### src/rtl/ifu_fetch_ctrl_pkg.sv
// ifu_fetch_ctrl_pkg
//   Shared widths, fetch FSM state encoding and the redirect-target helper
//   used by the instruction-fetch controller and its output buffer.
package ifu_fetch_ctrl_pkg;

    localparam int PC_SIZE     = 32;
    localparam int INSTR_WIDTH = 32;

    // Sequential fetch stride (one 32-bit instruction).
    localparam logic [PC_SIZE-1:0] PC_STEP = PC_SIZE'(4);

    // ST_REQ   : a fetch request is being driven, nothing outstanding
    // ST_WAIT  : one request outstanding, its response will be kept
    // ST_DRAIN : one request outstanding, its response will be dropped
    typedef enum logic [1:0] {
        ST_REQ   = 2'd0,
        ST_WAIT  = 2'd1,
        ST_DRAIN = 2'd2
    } fetch_state_e;

    // Redirect target: plain modular add, the carry out is discarded.
    function automatic logic [PC_SIZE-1:0] flush_target(
        input logic [PC_SIZE-1:0] op1,
        input logic [PC_SIZE-1:0] op2
    );
        return op1 + op2;
    endfunction

endpackage

### src/rtl/ifu_ibuf.sv
// ifu_ibuf
//   One-entry instruction/PC holding register between the fetch response
//   and the decode stage.
//   Ports:
//     clk, rst        clock, synchronous active-high reset
//     load_i          capture instr_i/pc_i this cycle (entry becomes valid)
//     clear_i         discard the entry (wins over load_i)
//     instr_i, pc_i   data to capture
//     ready_i         consumer ready; valid_o & ready_i pops the entry
//     valid_o         entry holds an instruction
//     instr_o, pc_o   held instruction and its PC
module ifu_ibuf
    import ifu_fetch_ctrl_pkg::*;
(
    input  logic                   clk,
    input  logic                   rst,
    input  logic                   load_i,
    input  logic                   clear_i,
    input  logic [INSTR_WIDTH-1:0] instr_i,
    input  logic [PC_SIZE-1:0]     pc_i,
    input  logic                   ready_i,
    output logic                   valid_o,
    output logic [INSTR_WIDTH-1:0] instr_o,
    output logic [PC_SIZE-1:0]     pc_o
);

    logic                   valid_q, valid_d;
    logic [INSTR_WIDTH-1:0] instr_q, instr_d;
    logic [PC_SIZE-1:0]     pc_q, pc_d;

    // Pop on handshake, a same-cycle load refills, a clear empties
    // regardless of either.
    always_comb begin
        valid_d = valid_q;
        instr_d = instr_q;
        pc_d    = pc_q;
        if (valid_q && ready_i) begin
            valid_d = 1'b0;
        end
        if (load_i) begin
            valid_d = 1'b1;
            instr_d = instr_i;
            pc_d    = pc_i;
        end
        if (clear_i) begin
            valid_d = 1'b0;
        end
    end

    always_ff @(posedge clk) begin
        if (rst) begin
            valid_q <= 1'b0;
            instr_q <= '0;
            pc_q    <= '0;
        end else begin
            valid_q <= valid_d;
            instr_q <= instr_d;
            pc_q    <= pc_d;
        end
    end

    assign valid_o = valid_q;
    assign instr_o = instr_q;
    assign pc_o    = pc_q;

endmodule

### src/rtl/ifu_fetch_ctrl.sv
// ifu_fetch_ctrl
//   Instruction-fetch controller: issues one fetch request at a time,
//   buffers the in-order response in ifu_ibuf and hands it to decode.
//   Branch-mispredict flushes redirect the fetch PC immediately and cause
//   any in-flight response to be discarded.
//   Ports:
//     clk, rst                    clock, synchronous active-high reset
//     pipe_flush_req/_ack         flush request, acknowledged same cycle
//     pipe_flush_add_op1/op2      redirect target = op1 + op2
//     ifetch_req_*                request to instruction memory
//     ifetch_rsp_*                response from instruction memory
//     ifu_o_*                     instruction + PC to decode
//     dbg_state_o                 current fetch FSM state
//   Every valid/ready pair transfers on a rising edge where both are 1;
//   the request valid may be withdrawn before the handshake (on flush).
module ifu_fetch_ctrl
    import ifu_fetch_ctrl_pkg::*;
#(
    parameter logic [PC_SIZE-1:0] RESET_PC = '0
) (
    input  logic                   clk,
    input  logic                   rst,
    input  logic                   pipe_flush_req,
    input  logic [PC_SIZE-1:0]     pipe_flush_add_op1,
    input  logic [PC_SIZE-1:0]     pipe_flush_add_op2,
    output logic                   pipe_flush_ack,
    output logic                   ifetch_req_valid,
    input  logic                   ifetch_req_ready,
    output logic [PC_SIZE-1:0]     ifetch_req_pc,
    input  logic                   ifetch_rsp_valid,
    output logic                   ifetch_rsp_ready,
    input  logic [INSTR_WIDTH-1:0] ifetch_rsp_instr,
    output logic                   ifu_o_valid,
    input  logic                   ifu_o_ready,
    output logic [INSTR_WIDTH-1:0] ifu_o_instr,
    output logic [PC_SIZE-1:0]     ifu_o_pc,
    output fetch_state_e           dbg_state_o
);

    fetch_state_e       state_q, state_d;
    logic [PC_SIZE-1:0] fetch_pc_q, fetch_pc_d;
    logic [PC_SIZE-1:0] out_pc_q, out_pc_d;

    logic flush;
    logic buf_valid;
    logic buf_load;

    assign flush          = pipe_flush_req & ~rst;
    assign pipe_flush_ack = flush;

    always_comb begin
        state_d          = state_q;
        fetch_pc_d       = fetch_pc_q;
        out_pc_d         = out_pc_q;
        ifetch_req_valid = 1'b0;
        ifetch_rsp_ready = 1'b0;
        buf_load         = 1'b0;

        case (state_q)
            ST_REQ: begin
                ifetch_req_valid = 1'b1;
                if (ifetch_req_ready) begin
                    out_pc_d   = fetch_pc_q;
                    fetch_pc_d = fetch_pc_q + PC_STEP;
                    // A request accepted in a flush cycle is stale already.
                    state_d    = flush ? ST_DRAIN : ST_WAIT;
                end
            end
            ST_WAIT: begin
                // Accept only if the buffer is empty or emptying now.
                ifetch_rsp_ready = ~buf_valid | ifu_o_ready;
                if (ifetch_rsp_valid && ifetch_rsp_ready) begin
                    buf_load = ~flush;
                    state_d  = ST_REQ;
                end else if (flush) begin
                    state_d = ST_DRAIN;
                end
            end
            ST_DRAIN: begin
                ifetch_rsp_ready = 1'b1;
                // The discarded response completing here leaves nothing
                // outstanding, so a flush this cycle must not keep DRAIN.
                if (ifetch_rsp_valid) begin
                    state_d = ST_REQ;
                end
            end
            default: begin
                state_d = ST_REQ;
            end
        endcase

        // Redirect beats the sequential increment.
        if (flush) begin
            fetch_pc_d = flush_target(pipe_flush_add_op1, pipe_flush_add_op2);
        end

        if (rst) begin
            ifetch_req_valid = 1'b0;
            ifetch_rsp_ready = 1'b0;
            buf_load         = 1'b0;
        end
    end

    always_ff @(posedge clk) begin
        if (rst) begin
            state_q    <= ST_REQ;
            fetch_pc_q <= RESET_PC;
            out_pc_q   <= '0;
        end else begin
            state_q    <= state_d;
            fetch_pc_q <= fetch_pc_d;
            out_pc_q   <= out_pc_d;
        end
    end

    assign ifetch_req_pc = fetch_pc_q;
    assign dbg_state_o   = state_q;

    ifu_ibuf u_ibuf (
        .clk     (clk),
        .rst     (rst),
        .load_i  (buf_load),
        .clear_i (flush),
        .instr_i (ifetch_rsp_instr),
        .pc_i    (out_pc_q),
        .ready_i (ifu_o_ready),
        .valid_o (buf_valid),
        .instr_o (ifu_o_instr),
        .pc_o    (ifu_o_pc)
    );

    assign ifu_o_valid = buf_valid & ~rst;

endmodule
### config.mk
export PLATFORM = sky130hd
export DESIGN_NAME = ifu_fetch_ctrl
export DESIGN_NICKNAME = d
export VERILOG_FILES = /design/src/rtl/ifu_fetch_ctrl_pkg.sv /design/src/rtl/ifu_ibuf.sv /design/src/rtl/ifu_fetch_ctrl.sv
export SDC_FILE = /design/constraint.sdc
export NUM_CORES = 1
export LEC_CHECK = 0
export CAP_MARGIN = 10
export CORE_MARGIN = 8
export CORE_UTILIZATION = 40
export CTS_CLUSTER_SIZE = 25
export DETAILED_ROUTE_END_ITERATION = 12
export MAX_ROUTING_LAYER = met4
export PLACE_DENSITY = 0.69
export SLEW_MARGIN = 20
export SYNTH_ARGS = -nofsm -noshare
export SYNTH_HDL_FRONTEND = slang
export SYNTH_HIERARCHICAL = 1
export SYNTH_SLANG_ARGS = --single-unit
### constraint.sdc
create_clock -name clk -period 3 [get_ports clk]
set_input_delay 0.45 -clock clk [delete_from_list [all_inputs] [get_ports clk]]
set_output_delay 0.45 -clock clk [all_outputs]
set_load 0.05 [all_outputs]
* After elaboration in Yosys (flattened, before gate mapping)
Index checks and enable logic that the tools add are counted.
Storage, ports and cells: bits of input ports 102, output and inout port bits 102, logic and storage cells 47, register bits after elaboration 131
Cells by class: muxes and demuxes 18, add/subtract/negate cells 2, equal/unequal tests 5, reduce and logical (&&, ||, !) cells 10, bitwise logic cells 6
Operator list (number):
- two-way mux 32 bit | 3
- adder 32 x 3 -> 32 bit (second input constant) | 1
- adder 32 bit | 1
- two-way mux 2 bit | 5
- two-way mux 1 bit | 8
- case mux 2 bit (3 select lines) | 1
- nonzero test 2 bit | 3
- inequality test 2 bit (second input constant) | 2
- AND reduction 2 bit | 2
- inequality test 3 bit (second input constant) | 1
- NOT 1 bit | 3
- AND reduction 3 bit | 1
- AND 1 bit | 2
- == test 2 x 1 -> 1 bit (second input constant) | 1
- == test 2 bit (second input constant) | 1
- logical AND 1 bit | 2
- zero test 2 bit | 1
- case mux 1 bit (2 select lines) | 1
- OR reduction 2 bit | 1
- OR 1 bit | 1

* Logic depth before layout (Yosys ltp)
depth in word-level cells 7, mapped depth 11, gate-level depth less buffers 10

* Modules after synthesis
The synthesis kept the hierarchy.
Modules (own cells, without submodules):
- ifu_fetch_ctrl | sequential area each 1321.3 µm², cells an instance 625, instances 1, area each 4735.8 µm²
- ifu_ibuf | sequential area each 1301.2 µm², cells an instance 210, instances 1, area each 2321.0 µm²

* Worst setup path after synthesis
OpenSTA, ideal clock, no wires.
kind input to register, from input port pipe_flush_add_op1[0], to register fetch_pc_q[24] (netlist: ifetch_req_pc[24]), cell stages on the path 10, library setup time 65 ps, path buffers 0, setup slack 331 ps, required time 2935 ps, data arrival time 2603 ps, path through ha_1 inv_1 fa_1 nand2b_1 a21oi_4 o21ai_2 o41ai_4 a41oi_4 or4_1 nand3_1
On the way: cells in the longest elaborated chain, start to end 2
Ends and longest elaborated chain:
- start, declared | line ifu_fetch_ctrl.sv:24 | input logic [PC_SIZE-1:0] pipe_flush_add_op1,
- adder 32 bit | line ifu_fetch_ctrl_pkg.sv:26 | return op1 + op2;
- two-way mux 32 bit | line ifu_fetch_ctrl.sv:93 | if (flush) begin
- end signal, assigned | line ifu_fetch_ctrl.sv:111 | fetch_pc_q <= fetch_pc_d;
- end, declared | line ifu_fetch_ctrl.sv:41 | logic [PC_SIZE-1:0] fetch_pc_q, fetch_pc_d;
Every way passes these cells. A chain may end at the register's enable or synchronous reset.

* Worst setup path after layout
Ends and elaborated chain as after synthesis.

==> flow_summary.toml <==
[die]
die_h_um = 149
die_area_um2 = 22100
row_count = 48
initial_core_util_pct = 40.8
ios = 204
die_x_um = 149
core_area_um2 = 17300

[detailed_routing]
post_drt_wl_per_cell_um = 16.8
drc_errors = 0
first_pass_iters = 4
wirelength_um = 21500
vias = 6656
vias_per_cell = 5.18
ant_nets = 0
drt_iter0_drc = 359

[logic_synthesis]
yosysTopAreaCell = "dfxtp_1"
syn_avg_cell_area_um2 = 8.45
synthCells = 835
synth_edf_count = 0
ys.flop_type = "dfxtp_1"
synth_fp_nets = 973
yosysMostFrequentCell = "dfxtp_1"
netlist_area_um2 = 7060
ys_top_cells_by_area = "dfxtp_1, mux2i_1, ha_1"
synth_warnings = 6
synth_top_cells_by_count = "dfxtp_1, nand2_1, nor2_1, a21oi_1, mux2i_1"
ys_types = 66
async_flop_share_pct = 0
netlist.area_leader.share_pct = 37.2
ys_seq_elements = 131
synth_seq_area_share_pct = 37.2

[critical_path]
critPathKind = "input pin to flop"
required_ns = 3.36
critPathMaxStageDelay_ns = 0.49
worstPathCellList = "clkdlybuf4s50_1 -> ha_1 -> inv_1 -> fa_1 -> nand2b_1 -> a21oi_4 -> o21ai_2 -> o41ai_4 -> a41oi_4 -> or4_1 -> nand3_1"
critPathSlowestCell = "or4_1"
crit_buf_inv = 2
crit_path_start_kind = "input pin"
arrival_ns = 3.07
r2r_start = "dbg_state_o[0]"
path_delay_family = "compound AO/OA/AOI/OAI gates"
crit_fanout = 2
crit_path_end_kind = "flop"
critPathLaunch = "pipe_flush_add_op1[0]"

[cells_and_area]
antenna_cells = 0
fillCellCount = 1587
regArea_um2 = 2620
layout-drive-gt1-share_pct = 7.93
nNetsFinal = 1184
area_growth_pct = 42.7
multiInputGateArea_um2 = 4120

[pwr]
vdd_drop_max_mv = 0.294
pwr-share-seq_pct = 35.0
power.share.clock_pct = 42.3
comb_power_share_pct = 22.7
p_sw_mw = 1.59
total_power_mw = 5.49
internal_power_mw = 3.90
cellPowerDensity_nw_per_um2 = 545
p_leak_nw = 3.71
swShare_pct = 28.9

[timing]
worst_hold_slack_ns = 0.452
min_period_ns = 2.71
hold_violations = 0
timing.setup.tns_ns = 0
fmax_mhz = 369
finalCritPeriodShare_pct = 90.5
maxSlewViolCount = 0
rsz0062_at_grt = "no"
setup_viol_count_final = 0
slew-limit-headroom_pct = 56.2
fin_worst_skew_ns = 0.0138
tightest_slew_ns = 0.650

[global_route]
met2_usage_pct = 31.3
grt_pass1_wl_um = 34600
grtUsageTotal_pct = 19.8
grt_busiest_layer = "met2"
grt_pass1_vias = 6526
grt_max_degree = 66
grt_util_met3_pct = 4.98
antenna_found_initial = 0
overflow = 0
gr-usage-met1_pct = 24.8

[clock_network]
cts-root-buf = "clkbuf_16"
cts-resized-gates = 0
clk_latency_ns = 0.41
clockBufferDepth = 2
path_clk_slew_ns = 0.06
numCtsBuffers = 17
cts_sinks = 131
ctsHoldBuffers = 0
post-cts-setup-buffers = 0
h-tree-depth = 4
cts_tree = "yes"

[min_path]
hold_path_class = "flop to flop"
hold_start = "out_pc_q[4]"

[status]
run_status = "complete, no violations"

[place]
gp_congestion = 0.924
port_buffers = 203
dp_hpwl_um = 16700

[run]
maxCapViolations = 0
==> cell usage in the layout, fill, tap and decap left out, types with 3 or more instances in the layout <==
master	n
o2111ai_1	4
o21ai_0	21
nor3_1	7
clkdlybuf4s50_1	200
nor2b_1	3
clkbuf_16	17
o21a_1	6
and2_1	3
a41oi_1	4
a21o_1	10
o31ai_1	3
o211ai_1	5
buf_4	36
dfxtp_1	131
a32oi_1	3
nand4_1	18
or2_2	4
and4_1	4
inv_1	20
a31oi_1	3
o22ai_1	6
nand2b_1	7
xor2_1	18
nand3_1	21
ha_1	35
mux2i_1	66
nor2_1	109
and3_1	7
nand2_1	113
a211oi_1	18
xnor2_1	32
bufinv_16	6
a21oi_1	72
==> power by group through the flow <==
stage          Clock, mW  Sequential, mW  Combinational (mW)
6_report            2.32            1.92                1.24
5_1_grt             2.46            1.93                1.34
4_1_cts             2.37            1.92                1.24
3_5_place_dp           0            1.96                1.24
3_3_place_gp           0            1.96                1.23
2_1_floorplan          0            2.12               0.574
==> worst paths after layout <==
kind,end,slack (ns),cells past startpoint
max,ifetch_req_pc[24],0.29,11
min,out_pc_q[4],0.45,2
max reg2reg,ifetch_req_pc[28],0.70,9
min reg2reg,out_pc_q[4],0.45,2
==> layer usage <==
metal | vias to the layer above | routed length (µm)
met5 | - | 0
met4 | 0 | 245
met3 | 19 | 1380
met2 | 213 | 9920
met1 | 3063 | 9980
li1 | 3361 | -
==> metrics by stage <==
step	cell area [µm²]	util, %	cells	setup WS, ns
after global placement	9410	54.4	1252	-0.134
after detailed placement	9410	54.4	1252	-0.163
after global routing	10100	58.2	1284	0.149
final	10100	58.2	1284	0.286
after CTS	10100	58.2	1284	0.271
after floorplan	7060	-	835	0.331
==> cell type report <==
cell class,instances,area share (%)
clock inverters,13,2.30
flip-flops and latches,131,26.0
inverters,20,0.745
clock buffers,19,4.30
multi-input cells,638,40.9
repair buffers,238,23.0
well taps,225,2.80
==> state kept, by name (all words and copies together), names as in the netlist <==
signal	count
dbg_state_o	2
ifetch_req_pc	32
out_pc_q	32
u_ibuf/instr_o	32
u_ibuf/pc_o	32
u_ibuf/valid_o	1
==> kinds of logic after synthesis <==
logic type | count (synthesis) | synth area share (%)
compound gates | 179 | 17.0
xor+xnor | 50 | 6.21
flops | 131 | 37.2
mux | 66 | 9.36
fa+ha+maj | 36 | 6.49
simple gates | 307 | 19.2
buf+inv | 66 | 4.57
==> tightest hold or removal path: stages, from the launching register on <==
cell and delay, ns:
dfxtp_1 0.30, nand2_1 0.05, a21oi_1 0.05
(Power assumes the default switching activity.)
